## src/rtl/mc_ramp_pwm_array.sv

```systemverilog
// mc_ramp_pwm_array
//   N-channel motor-controller core. Each channel slews its current command
//   toward its desired command by at most STEP per ramp tick, and drives one
//   glitch-free PWM output whose duty is latched only at period boundaries.
// Ports
//   CLK         system clock, rising edge
//   RST         synchronous reset, active high (priority over ESTOP)
//   ESTOP       emergency stop, level sensitive, active high
//   DESIRED_MC  packed desired commands, ch i = [i*CMD_W +: CMD_W]
//   CURRENT_MC  packed ramped commands (registered)
//   AT_TARGET   combinational CURRENT_MC[i] == DESIRED_MC[i]
//   RAMP_TICK   registered copy of the ramp strobe
//   PWM         registered PWM output per channel
module mc_ramp_pwm_array #(
    parameter int unsigned NUM_CH   = 2,
    parameter int unsigned CMD_W    = 5,
    parameter int unsigned STEP     = 1,
    parameter int unsigned RAMP_DIV = 4,
    parameter int unsigned PRESCALE = 1
) (
    input  logic                    CLK,
    input  logic                    RST,
    input  logic                    ESTOP,
    input  logic [NUM_CH*CMD_W-1:0] DESIRED_MC,
    output logic [NUM_CH*CMD_W-1:0] CURRENT_MC,
    output logic [NUM_CH-1:0]       AT_TARGET,
    output logic                    RAMP_TICK,
    output logic [NUM_CH-1:0]       PWM
);

    localparam int unsigned MAXV = (1 << CMD_W) - 1;
    localparam int unsigned RD_W = (RAMP_DIV > 1) ? $clog2(RAMP_DIV) : 1;
    localparam int unsigned PS_W = (PRESCALE > 1) ? $clog2(PRESCALE) : 1;

    localparam logic [RD_W-1:0]  RD_LAST  = RD_W'(RAMP_DIV - 1);
    localparam logic [PS_W-1:0]  PS_LAST  = PS_W'(PRESCALE - 1);
    localparam logic [CMD_W-1:0] CNT_LAST = CMD_W'(MAXV - 1);
    localparam logic [CMD_W:0]   STEP_X   = (CMD_W + 1)'(STEP);

    logic [RD_W-1:0]               rd_q, rd_d;
    logic [PS_W-1:0]               ps_q, ps_d;
    logic [CMD_W-1:0]              cnt_q, cnt_d;
    logic [NUM_CH-1:0][CMD_W-1:0]  cur_q, cur_d;
    logic [NUM_CH-1:0][CMD_W-1:0]  duty_q, duty_d;
    logic [NUM_CH-1:0]             pwm_q, pwm_d;
    logic                          tick_q, tick_d;

    logic [NUM_CH-1:0][CMD_W-1:0]  des;
    logic                          ramp_stb;
    logic                          step_stb;
    logic                          period_start;

    // One bounded ramp step; widened by one bit so neither the difference
    // nor the sum can wrap.
    function automatic logic [CMD_W-1:0] ramp_step(input logic [CMD_W-1:0] cur,
                                                   input logic [CMD_W-1:0] tgt);
        logic [CMD_W:0] cx;
        logic [CMD_W:0] tx;
        logic [CMD_W:0] d;
        logic [CMD_W:0] s;
        logic [CMD_W:0] r;
        cx = {1'b0, cur};
        tx = {1'b0, tgt};
        r  = cx;
        if (cx < tx) begin
            d = tx - cx;
            s = (d < STEP_X) ? d : STEP_X;
            r = cx + s;
        end else if (cx > tx) begin
            d = cx - tx;
            s = (d < STEP_X) ? d : STEP_X;
            r = cx - s;
        end
        return r[CMD_W-1:0];
    endfunction

    assign des = DESIRED_MC;

    always_comb begin
        ramp_stb     = (rd_q == RD_LAST);
        step_stb     = (ps_q == PS_LAST);
        period_start = step_stb && (cnt_q == CNT_LAST);

        rd_d   = ramp_stb ? '0 : rd_q + 1'b1;
        ps_d   = step_stb ? '0 : ps_q + 1'b1;
        cnt_d  = cnt_q;
        if (step_stb) begin
            cnt_d = (cnt_q == CNT_LAST) ? '0 : cnt_q + 1'b1;
        end
        tick_d = ramp_stb;

        cur_d  = cur_q;
        duty_d = duty_q;
        pwm_d  = '0;
        for (int unsigned i = 0; i < NUM_CH; i++) begin
            if (ramp_stb) begin
                cur_d[i] = ramp_step(cur_q[i], des[i]);
            end
            // Duty takes the pre-update command so a same-cycle ramp step
            // waits for the next period.
            if (period_start) begin
                duty_d[i] = cur_q[i];
            end
            pwm_d[i] = (cnt_q < duty_q[i]);
        end

        if (ESTOP) begin
            rd_d   = '0;
            ps_d   = '0;
            cnt_d  = '0;
            cur_d  = '0;
            duty_d = '0;
            pwm_d  = '0;
        end
    end

    always_ff @(posedge CLK) begin
        if (RST) begin
            rd_q   <= '0;
            ps_q   <= '0;
            cnt_q  <= '0;
            cur_q  <= '0;
            duty_q <= '0;
            pwm_q  <= '0;
            tick_q <= 1'b0;
        end else begin
            rd_q   <= rd_d;
            ps_q   <= ps_d;
            cnt_q  <= cnt_d;
            cur_q  <= cur_d;
            duty_q <= duty_d;
            pwm_q  <= pwm_d;
            tick_q <= tick_d;
        end
    end

    always_comb begin
        AT_TARGET = '0;
        for (int unsigned i = 0; i < NUM_CH; i++) begin
            AT_TARGET[i] = (cur_q[i] == des[i]);
        end
    end

    assign CURRENT_MC = cur_q;
    assign RAMP_TICK  = tick_q;
    assign PWM        = pwm_q;

endmodule
```

## config.mk

```make
export PLATFORM = sky130hd
export DESIGN_NAME = mc_ramp_pwm_array
export DESIGN_NICKNAME = d
export VERILOG_FILES = /design/src/rtl/mc_ramp_pwm_array.sv
export SDC_FILE = /design/constraint.sdc
export NUM_CORES = 1
export LEC_CHECK = 0
export ABC_AREA = 0
export CAP_MARGIN = 0
export CORE_UTILIZATION = 69
export CTS_BUF_LIST = sky130_fd_sc_hd__clkbuf_16
export CTS_CLUSTER_SIZE = 8
export DETAILED_ROUTE_END_ITERATION = 12
export DONT_BUFFER_PORTS = 1
export PLACE_DENSITY_LB_ADDON = 0.25
export RECOVER_POWER = 100
export SLEW_MARGIN = 25
export SYNTH_ARGS = -nofsm -noshare
export SYNTH_HDL_FRONTEND = slang
export SYNTH_SLANG_ARGS = --single-unit
```

## constraint.sdc

```tcl
create_clock -name CLK -period 13.36 [get_ports CLK]
set_input_delay 4.008 -clock CLK [delete_from_list [all_inputs] [get_ports CLK]]
set_output_delay 4.008 -clock CLK [all_outputs]
set_load 0.005 [all_outputs]
```

==> results of run 1 <==
## metrics by stage
step / utilization, % / total power (W)
3_5_place_dp: 75.5 / 0.000120
3_3_place_gp: 75.5 / 0.000119
4_1_cts: 80.3 / 0.000248
6_report: 80.2 / 0.000248
2_1_floorplan: - / 0.000116
5_1_grt: 80.2 / 0.000255
## worst reg2reg max path, cell delays in order, from the launching register on
cell and delay [ns]:
dfxtp_1 0.35, inv_1 0.13, ha_1 0.19, inv_1 0.06
fa_1 0.41, xor2_1 0.17, nor4b_1 0.34, or4b_1 0.51
a21oi_1 0.15, o32ai_1 0.10, ha_1 0.23, fa_1 0.43
nor2b_1 0.16, o21a_1 0.15, nor3_1 0.05, a221oi_1 0.22
o311ai_0 0.17
## layout make-up
type | instances | area share (%)
clock buffers | 5 | 4.50
clock inverters | 3 | 1.58
flip-flops and latches | 31 | 22.3
well taps | 46 | 2.07
inverters | 42 | 5.67
multi-input cells | 236 | 63.9
## flip-flops by register name, indices dropped and copies added, names as in the netlist
name and count:
cnt_q 5, CURRENT_MC 10, rd_q 2, RAMP_TICK 1, PWM 2, duty_q 10, ps_q 1
## cells in the final DEF (no fill, tap or decap), drive strengths merged, types with 7 or more instances in the layout
| cell | netlist | layout |
|---|---|---|
| inv | 42 | 42 |
| nand2 | 7 | 7 |
| ha | 41 | 41 |
| xor2 | 7 | 7 |
| nor2b | 12 | 12 |
| a21o | 9 | 9 |
| o21ai | 13 | 13 |
| a21oi | 21 | 21 |
| nor2 | 44 | 44 |
| dfxtp | 31 | 31 |
## cells by family (layout without fill, tap and decap cells)
family                   count (synthesis)  count (layout)  synth area share, %
XOR/XNOR                                12              12                 4.03
AO/OA/AOI/OAI                           70              70                 17.9
multiplexers                             6               6                 2.40
AND/OR/NAND/NOR                         98              98                 19.2
buffers and inverters                   51              50                 8.01
other                                    2               3                0.288
adder cells (fa/ha/maj)                 47              47                 24.3
flip-flops                              31              31                 23.8
## routing by layer
metal	vias up	GRT usage, %	part of all wire, %
li1	1067	-	-
met3	11	6.16	5.1
met2	63	56.4	49
met5	-	0	0
met1	1023	40.6	44
met4	0	11.6	1.4
## power breakdown
group | internal [W] | switching, W
Sequential | 0.0000933 | 0.000000886
Clock | 0.0000877 | 0.0000414
Combinational | 0.0000100 | 0.0000142
## final timing paths
kind / endpoint / slack (ns) / from
min reg2reg: rd_q[0] / 0.44 / rd_q[0]
min: rd_q[0] / 0.44 / rd_q[0]
max reg2reg: CURRENT_MC[9] / 9.38 / CURRENT_MC[5]
max: AT_TARGET[0] / 4.47 / DESIRED_MC[3]
==> impl_metrics.csv, run 1 <==
group,metric,value,unit
final_layout,fin_area,0.00278,mm²
route,drc,0,
clocking,worstSkewPairLatency,0.28,ns
placed_design,dp_hpwl,4.25,mm
sta,maxClockFrequency,112,MHz
worst_setup_path,crit_cells,5,
worst_setup_path,end_kind,"output port",
grt,grt_max_degree,24,
synth,synth_top_area_share,23.8,%
worst_setup_path,r2r_cells,16,
worst_setup_path,cp.arrival,4.89,ns
sta,timing.final.ws_setup,4.47,ns
sta,finClkSkew,0.00445,ns
power_and_ir_drop,p_per_area,89.0,mW/mm²
placed_design,port_buffers,0,
sta,whs,0.437,ns
worst_setup_path,crit_top_cell,"inv_1",
placed_design,gp_congestion,0.912,
synth,async_flop_share,0,%
placed_design,place_ws,4.48,ns
sta,hold_viol,0,
die,row_count,21,
clocking,cts_resized,0,
clocking,tritoncts,"yes",
grt,gr-total-overflow,0,
synth,synth_edf_count,0,
worst_setup_path,path_class,"input port to output port",
die,dieArea,0.00403,mm²
final_layout,layout.nets,376,
final_layout,synthToLayoutAreaGrowth,6.62,%
synth,synth_ff_type,"dfxtp_1",
sta,maxSlewHeadroom,8.21,%
synth,netlist_area,0.00261,mm²
sta,period_share,66.6,%
final_layout,diodes,0,
synth,synth_area_leaders,"dfxtp_1, ha_1, nor2_1",
power_and_ir_drop,leakage,1.18,nW
final_layout,fin_cells,363,
clocking,cts_num_sinks,31,
grt,grt_pass1_wl,10.2,mm
clocking,clkSlewWorstSetupHoldPaths,0.05,ns
route,wl_per_cell,16.2,µm
final_layout,regArea,621,µm²
grt,grt_pass1_vias,2188,
grt,grt_usage,32.9,%
die,num_io_pins,28,
sta,tightestPinTransition,1.38,ns
die,die_w,63.5,µm
route,dr.pass1.iters,5,
min_path,whs_path_depth,1,
worst_setup_path,worstPathRequired,9.35,ns
flow_run,cap_violations,0,
synth,synth_most_common_cell,"nor2_1",
synth,synth_top_area_cell,"dfxtp_1",
worst_setup_path,critPathLaunchType,"input port",
final_layout,multi_input_area,0.00178,mm²
placed_design,dp_cells,355,
sta,slew_violations,0,
min_path,min_path_type,"flip-flop to flip-flop",
final_layout,drive_gt1_share,5.05,%
clocking,numCtsBuffers,5,
route,vias,2164,
synth,synthCells,317,
synth,synth.yosys.seq_area_share,23.8,%
clocking,clk_path_buf_depth,2,
route,viasPerCell,5.96,
synth,synth.distinct_cells,51,
final_layout,fillers,241,
synth,synth_warnings,0,
clocking,post_cts_buffers,0,
die,die_h,63.5,µm
outcome,status,"completed",
worst_setup_path,path_cells,"inv_1, ha_1, and3_1, nand3_1, inv_1",
synth,ys_ff_latch,31,
route,drtAntennaViolNets,0,
die,initial_core_util,75.2,%
placed_design,placed_area,0.00262,mm²
route,drt_iter0_drc,152,
worst_setup_path,worst-path-max-fanout,8,
clocking,cts_hold_buffers,0,
sta,fin_tns_setup,0,ns
grt,antenna_found_initial,0,
worst_setup_path,crit_buf_inv,2,
worst_setup_path,critPathTopFamily,"adder cells",
synth,synth_common_cells,"nor2_1, inv_1, ha_1",
route,totalWireLength,5.87,mm
sta,period_minus_slack,8.89,ns
die,coreArea,0.00347,mm²
worst_setup_path,cpMaxStageDelayCell,"ha_1",
clocking,clockRootBuffer,"clkbuf_16",
sta,finalSetupViolCount,0,
worst_setup_path,slowest_delay,0.42,ns
sta,rsz0062_at_grt,"false",
clocking,cts_max_level,2,
synth,postSynthAreaPerCell,8.23,µm²
power_and_ir_drop,ir_worst_vdd,0.106,mV
No activity file was read; power rests on OpenSTA's default activity.
==> run 2: changes to the inputs <==
--- a/config.mk
+++ b/config.mk
@@ -7,7 +7,7 @@
 export LEC_CHECK = 0
 export ABC_AREA = 0
 export CAP_MARGIN = 0
-export CORE_UTILIZATION = 69
+export CORE_UTILIZATION = 64
 export CTS_BUF_LIST = sky130_fd_sc_hd__clkbuf_16
 export CTS_CLUSTER_SIZE = 8
 export DETAILED_ROUTE_END_ITERATION = 12
==> constraint.sdc (replaced) <==
create_clock -name CLK -period 9.2 [get_ports CLK]
set_input_delay 2.76 -clock CLK [delete_from_list [all_inputs] [get_ports CLK]]
set_output_delay 2.76 -clock CLK [all_outputs]
set_load 0.005 [all_outputs]
==> run 2 against run 1 <==
  * Setup slack got worse by 1.6 ns
  * Sequential share of layout area about the same
  * Die area increased by 7.6%
  * Global-route usage decreased by 5.9 points
  * Clock power increased by 44%
  * Non-clock buffer count unchanged
  * Combinational power increased by 40%
  * Clock skew decreased by 0.00081 ns
  * Sequential power increased by 45%
  * Cell area about the same
  * Critical endpoint is now AT_TARGET[1]
==> impl_metrics.csv, run 2 (synthesized netlist as in run 1, its figures left out) <==
group,metric,value,unit
worst_setup_path,worstPathRequired,6.44,ns
final_layout,layout.nets,376,
clocking,cts_max_level,2,
clocking,numCtsBuffers,5,
sta,slew_violations,0,
sta,maxSlewHeadroom,10.3,%
worst_setup_path,path_class,"input port to output port",
clocking,worstSkewPairLatency,0.28,ns
clocking,clockRootBuffer,"clkbuf_16",
sta,tightestPinTransition,1.35,ns
route,viasPerCell,5.79,
power_and_ir_drop,leakage,1.18,nW
route,drc,0,
clocking,cts_resized,0,
final_layout,drive_gt1_share,4.73,%
die,num_io_pins,28,
final_layout,final_common_cell,"nor2_1",
die,initial_core_util,69.1,%
clocking,clk_path_buf_depth,2,
clocking,cts_num_sinks,31,
grt,grt_pass1_wl,9.01,mm
worst_setup_path,end_kind,"output port",
grt,grt_usage,26.9,%
sta,whs,0.448,ns
grt,gr-total-overflow,0,
grt,antenna_found_initial,0,
route,drt_iter0_drc,140,
flow_run,cap_violations,0,
placed_design,dp_hpwl,3.98,mm
power_and_ir_drop,ir_worst_vdd,0.0956,mV
route,dr.pass1.iters,4,
grt,grt_pass1_vias,2084,
worst_setup_path,cp.arrival,3.62,ns
placed_design,gp_congestion,0.876,
route,vias,2112,
final_layout,diodes,0,
clocking,tritoncts,"yes",
worst_setup_path,r2r-start,"CURRENT_MC[5]",
power_and_ir_drop,p_per_area,128,mW/mm²
die,die_h,65.8,µm
sta,rsz0062_at_grt,"false",
placed_design,port_buffers,0,
route,drtAntennaViolNets,0,
die,dieArea,0.00433,mm²
route,totalWireLength,5.13,mm
clocking,cts_hold_buffers,0,
min_path,min_path_type,"flip-flop to flip-flop",
min_path,min_from,"rd_q[0]",
outcome,status,"completed",
route,wl_per_cell,14.1,µm
sta,hold_viol,0,
worst_setup_path,critPathLaunchType,"input port",
die,row_count,22,
worst_setup_path,crit_path_start,"DESIRED_MC[7]",
sta,finClkSkew,0.00364,ns
sta,maxClockFrequency,157,MHz
grt,grt_max_degree,24,
sta,period_minus_slack,6.38,ns
die,die_w,65.8,µm
sta,finalSetupViolCount,0,
final_layout,layout_common_cells,"nor2_1, inv_1, ha_1, dfxtp_1, a21oi_1",
final_layout,synthToLayoutAreaGrowth,6.53,%
worst_setup_path,worst-path-max-fanout,8,
die,coreArea,0.00377,mm²
clocking,clkSlewWorstSetupHoldPaths,0.05,ns
clocking,post_cts_buffers,0,
sta,fin_tns_setup,0,ns
sta,period_share,69.3,%
[run 2: metal layers]
metal / GRT usage, % / vias to the layer above / wire length [µm]
met5: 0 / - / 0
met4: 11.7 / 0 / 120
met3: 6.38 / 12 / 256
met2: 41.3 / 45 / 2230
met1: 35.7 / 986 / 2520
li1: - / 1069 / -
[run 2: final timing paths]
path / end / slack (ns) / cells after the start
hold reg to reg: rd_q[0] / 0.45 / 1
setup / recovery: AT_TARGET[1] / 2.82 / 5
setup reg to reg: CURRENT_MC[9] / 5.18 / 16
hold / removal: rd_q[0] / 0.45 / 1
[run 2: area by class of cell]
cell class / count / area, µm²
clock buffers: 5 / 125
well taps: 48 / 60.1
flip-flops and latches: 31 / 621
multi-input cells: 236 / 1780
fillers: 287 / 993
inverters: 42 / 158
clock inverters: 3 / 38.8
[run 2: power breakdown]
| part | total, W | internal, W | leakage, nW | switching [W] |
|---|---|---|---|---|
| clock | 0.000186 | 0.000126 | 0.0812 | 0.0000599 |
| combinational | 0.0000338 | 0.0000144 | 0.850 | 0.0000194 |
| sequential | 0.000137 | 0.000135 | 0.250 | 0.00000131 |
[run 2: through the flow]
step | power [W] | setup slack (ns) | cell area (µm²) | util (%) | instances
final | 0.000357 | 2.82 | 2780 | 73.7 | 365
after global routing | 0.000369 | 2.74 | 2780 | 73.7 | 365
after CTS | 0.000358 | 2.84 | 2780 | 73.8 | 365
after detailed placement | 0.000173 | 2.85 | 2620 | 69.5 | 357
after global placement | 0.000172 | 2.86 | 2620 | 69.5 | 357
after floorplan | 0.000168 | 2.90 | 2610 | - | 318
[run 2: critical path, stage by stage]
cell and delay (ns):
inv_1 0.02, ha_1 0.42, and3_1 0.20, nand3_1 0.12, inv_1 0.09
==> run 3: changes to the inputs <==
==> constraint.sdc (replaced) <==
create_clock -name CLK -period 6.3 [get_ports CLK]
set_input_delay 1.89 -clock CLK [delete_from_list [all_inputs] [get_ports CLK]]
set_output_delay 1.89 -clock CLK [all_outputs]
set_load 0.005 [all_outputs]
==> run 3 against run 2 <==
  * Cell count fell by 0.27%
  * Clock power grew 19%
  * First-iteration DRC count fell by 24%
  * Flip-flop and latch count stayed put
  * Wire length is 1.7% lower
  * Combinational power rose by 45%
  * Utilization shrank 0.80 points
  * Largest power group unchanged
==> impl_metrics.csv, run 3 (synthesized netlist as in run 1, its figures left out) <==
group,metric,value,unit
outcome,status,"completed",
clocking,cts_resized,0,
grt,gr-total-overflow,0,
clocking,clkSlewWorstSetupHoldPaths,0.05,ns
flow_run,cap_violations,0,
route,drt_iter0_drc,107,
grt,grt_usage,26.4,%
route,viasPerCell,5.66,
die,dieArea,0.00433,mm²
worst_setup_path,worstPathRequired,6.43,ns
worst_setup_path,critPathLaunchType,"input port",
sta,finalSetupViolCount,0,
sta,fin_tns_setup,0,ns
grt,grt_pass1_wl,8.83,mm
min_path,min_path_type,"flip-flop to flip-flop",
placed_design,port_buffers,0,
placed_design,dp_hpwl,3.94,mm
die,row_count,22,
grt,grt_pass1_vias,2067,
die,num_io_pins,28,
worst_setup_path,reg2reg_to,"CURRENT_MC[9]",
min_path,whs_path_depth,1,
clocking,cts_hold_buffers,0,
power_and_ir_drop,p_per_area,171,mW/mm²
grt,antenna_found_initial,0,
sta,finClkSkew,0.00234,ns
clocking,worstSkewPairLatency,0.27,ns
final_layout,layout.nets,376,
power_and_ir_drop,ir_worst_vdd,0.192,mV
sta,period_share,80.0,%
placed_design,gp_congestion,0.877,
power_and_ir_drop,leakage,1.17,nW
worst_setup_path,r2r_cells,16,
clocking,post_cts_buffers,0,
sta,period_minus_slack,5.04,ns
final_layout,layout_common_cells,"nor2_1, inv_1, ha_1, dfxtp_1, a21oi_1",
clocking,clk_path_buf_depth,2,
worst_setup_path,r2r-start,"CURRENT_MC[5]",
route,drtAntennaViolNets,0,
worst_setup_path,cp.arrival,5.17,ns
sta,whs,0.434,ns
worst_setup_path,end_kind,"flip-flop",
clocking,clockRootBuffer,"clkbuf_16",
placed_design,dp_cells,357,
clocking,cts_num_sinks,31,
clocking,numCtsBuffers,5,
final_layout,diodes,0,
clocking,tritoncts,"yes",
die,coreArea,0.00377,mm²
sta,slew_violations,0,
route,totalWireLength,5.05,mm
die,initial_core_util,69.1,%
worst_setup_path,path_class,"input port to flip-flop",
clocking,cts_max_level,2,
final_layout,drive_gt1_share,4.43,%
min_path,min_from,"rd_q[0]",
sta,maxSlewHeadroom,15.0,%
route,vias,2061,
route,wl_per_cell,13.9,µm
worst_setup_path,worst-path-max-fanout,2,
sta,hold_viol,0,
min_path,hold_path_end,"rd_q[0]",
worst_setup_path,r2r_slack,2.35,ns
die,die_w,65.8,µm
sta,rsz0062_at_grt,"false",
route,dr.pass1.iters,5,
final_layout,final_common_cell,"nor2_1",
final_layout,fin_cells,364,
grt,grt_max_degree,24,
route,drc,0,
final_layout,synthToLayoutAreaGrowth,5.37,%
sta,maxClockFrequency,199,MHz
sta,tightestPinTransition,1.27,ns
die,die_h,65.8,µm
run 3: cell types whose count changed in the layout (fill, tap and decap cells not counted), sizes merged:
cell    delta
bufinv     -1
run 3: worst max-delay path by stage:
stage	from	to	cells after the start
global placement	DESIRED_MC[0]	CURRENT_MC[4]	15
floorplan	DESIRED_MC[0]	CURRENT_MC[4]	15
global route	DESIRED_MC[5]	CURRENT_MC[9]	15
CTS	DESIRED_MC[0]	CURRENT_MC[4]	16
detailed placement	DESIRED_MC[5]	CURRENT_MC[9]	15
finish	DESIRED_MC[5]	CURRENT_MC[9]	15
run 3: where the power goes:
part	total (W)	switching (W)	internal (W)
Clock	0.000221	0.0000789	0.000142
Sequential	0.000200	0.00000179	0.000198
Combinational	0.0000490	0.0000281	0.0000209
run 3: area by class of cell:
class,instances,area (µm²)
multi-input cells,236,1780
fillers,297,1020
flip-flops and latches,31,621
inverters,42,158
clock buffers,5,125
well taps,48,60.1
clock inverters,2,8.76
run 3: stage by stage:
step | setup WS [ns] | cell area, µm² | util, % | total power, W
2_1_floorplan | 1.34 | 2610 | - | 0.000245
3_3_place_gp | 1.12 | 2620 | 69.5 | 0.000252
3_5_place_dp | 1.09 | 2620 | 69.5 | 0.000253
4_1_cts | 1.32 | 2750 | 73.0 | 0.000473
5_1_grt | 0.973 | 2750 | 72.9 | 0.000489
6_report | 1.26 | 2750 | 72.9 | 0.000469
run 3: worst max-delay path, stage by stage:
cell and delay (ns):
ha_1 0.15, inv_1 0.05, fa_1 0.39, xor2_1 0.16, nor4b_1 0.35, or4b_1 0.50
a21oi_1 0.15, o32ai_1 0.10, ha_1 0.22, fa_1 0.43, nor2b_1 0.16, o21a_1 0.15
nor3_1 0.07, a221oi_1 0.24, o311ai_0 0.17
run 3: per-layer routing:
metal	GRT usage (%)	vias to the layer above	part of all wire (%)
met5	0	-	0
met1	34.6	943	48
met4	9.24	0	1.3
met2	43.0	44	45
met3	4.83	8	5.4
li1	-	1066	-
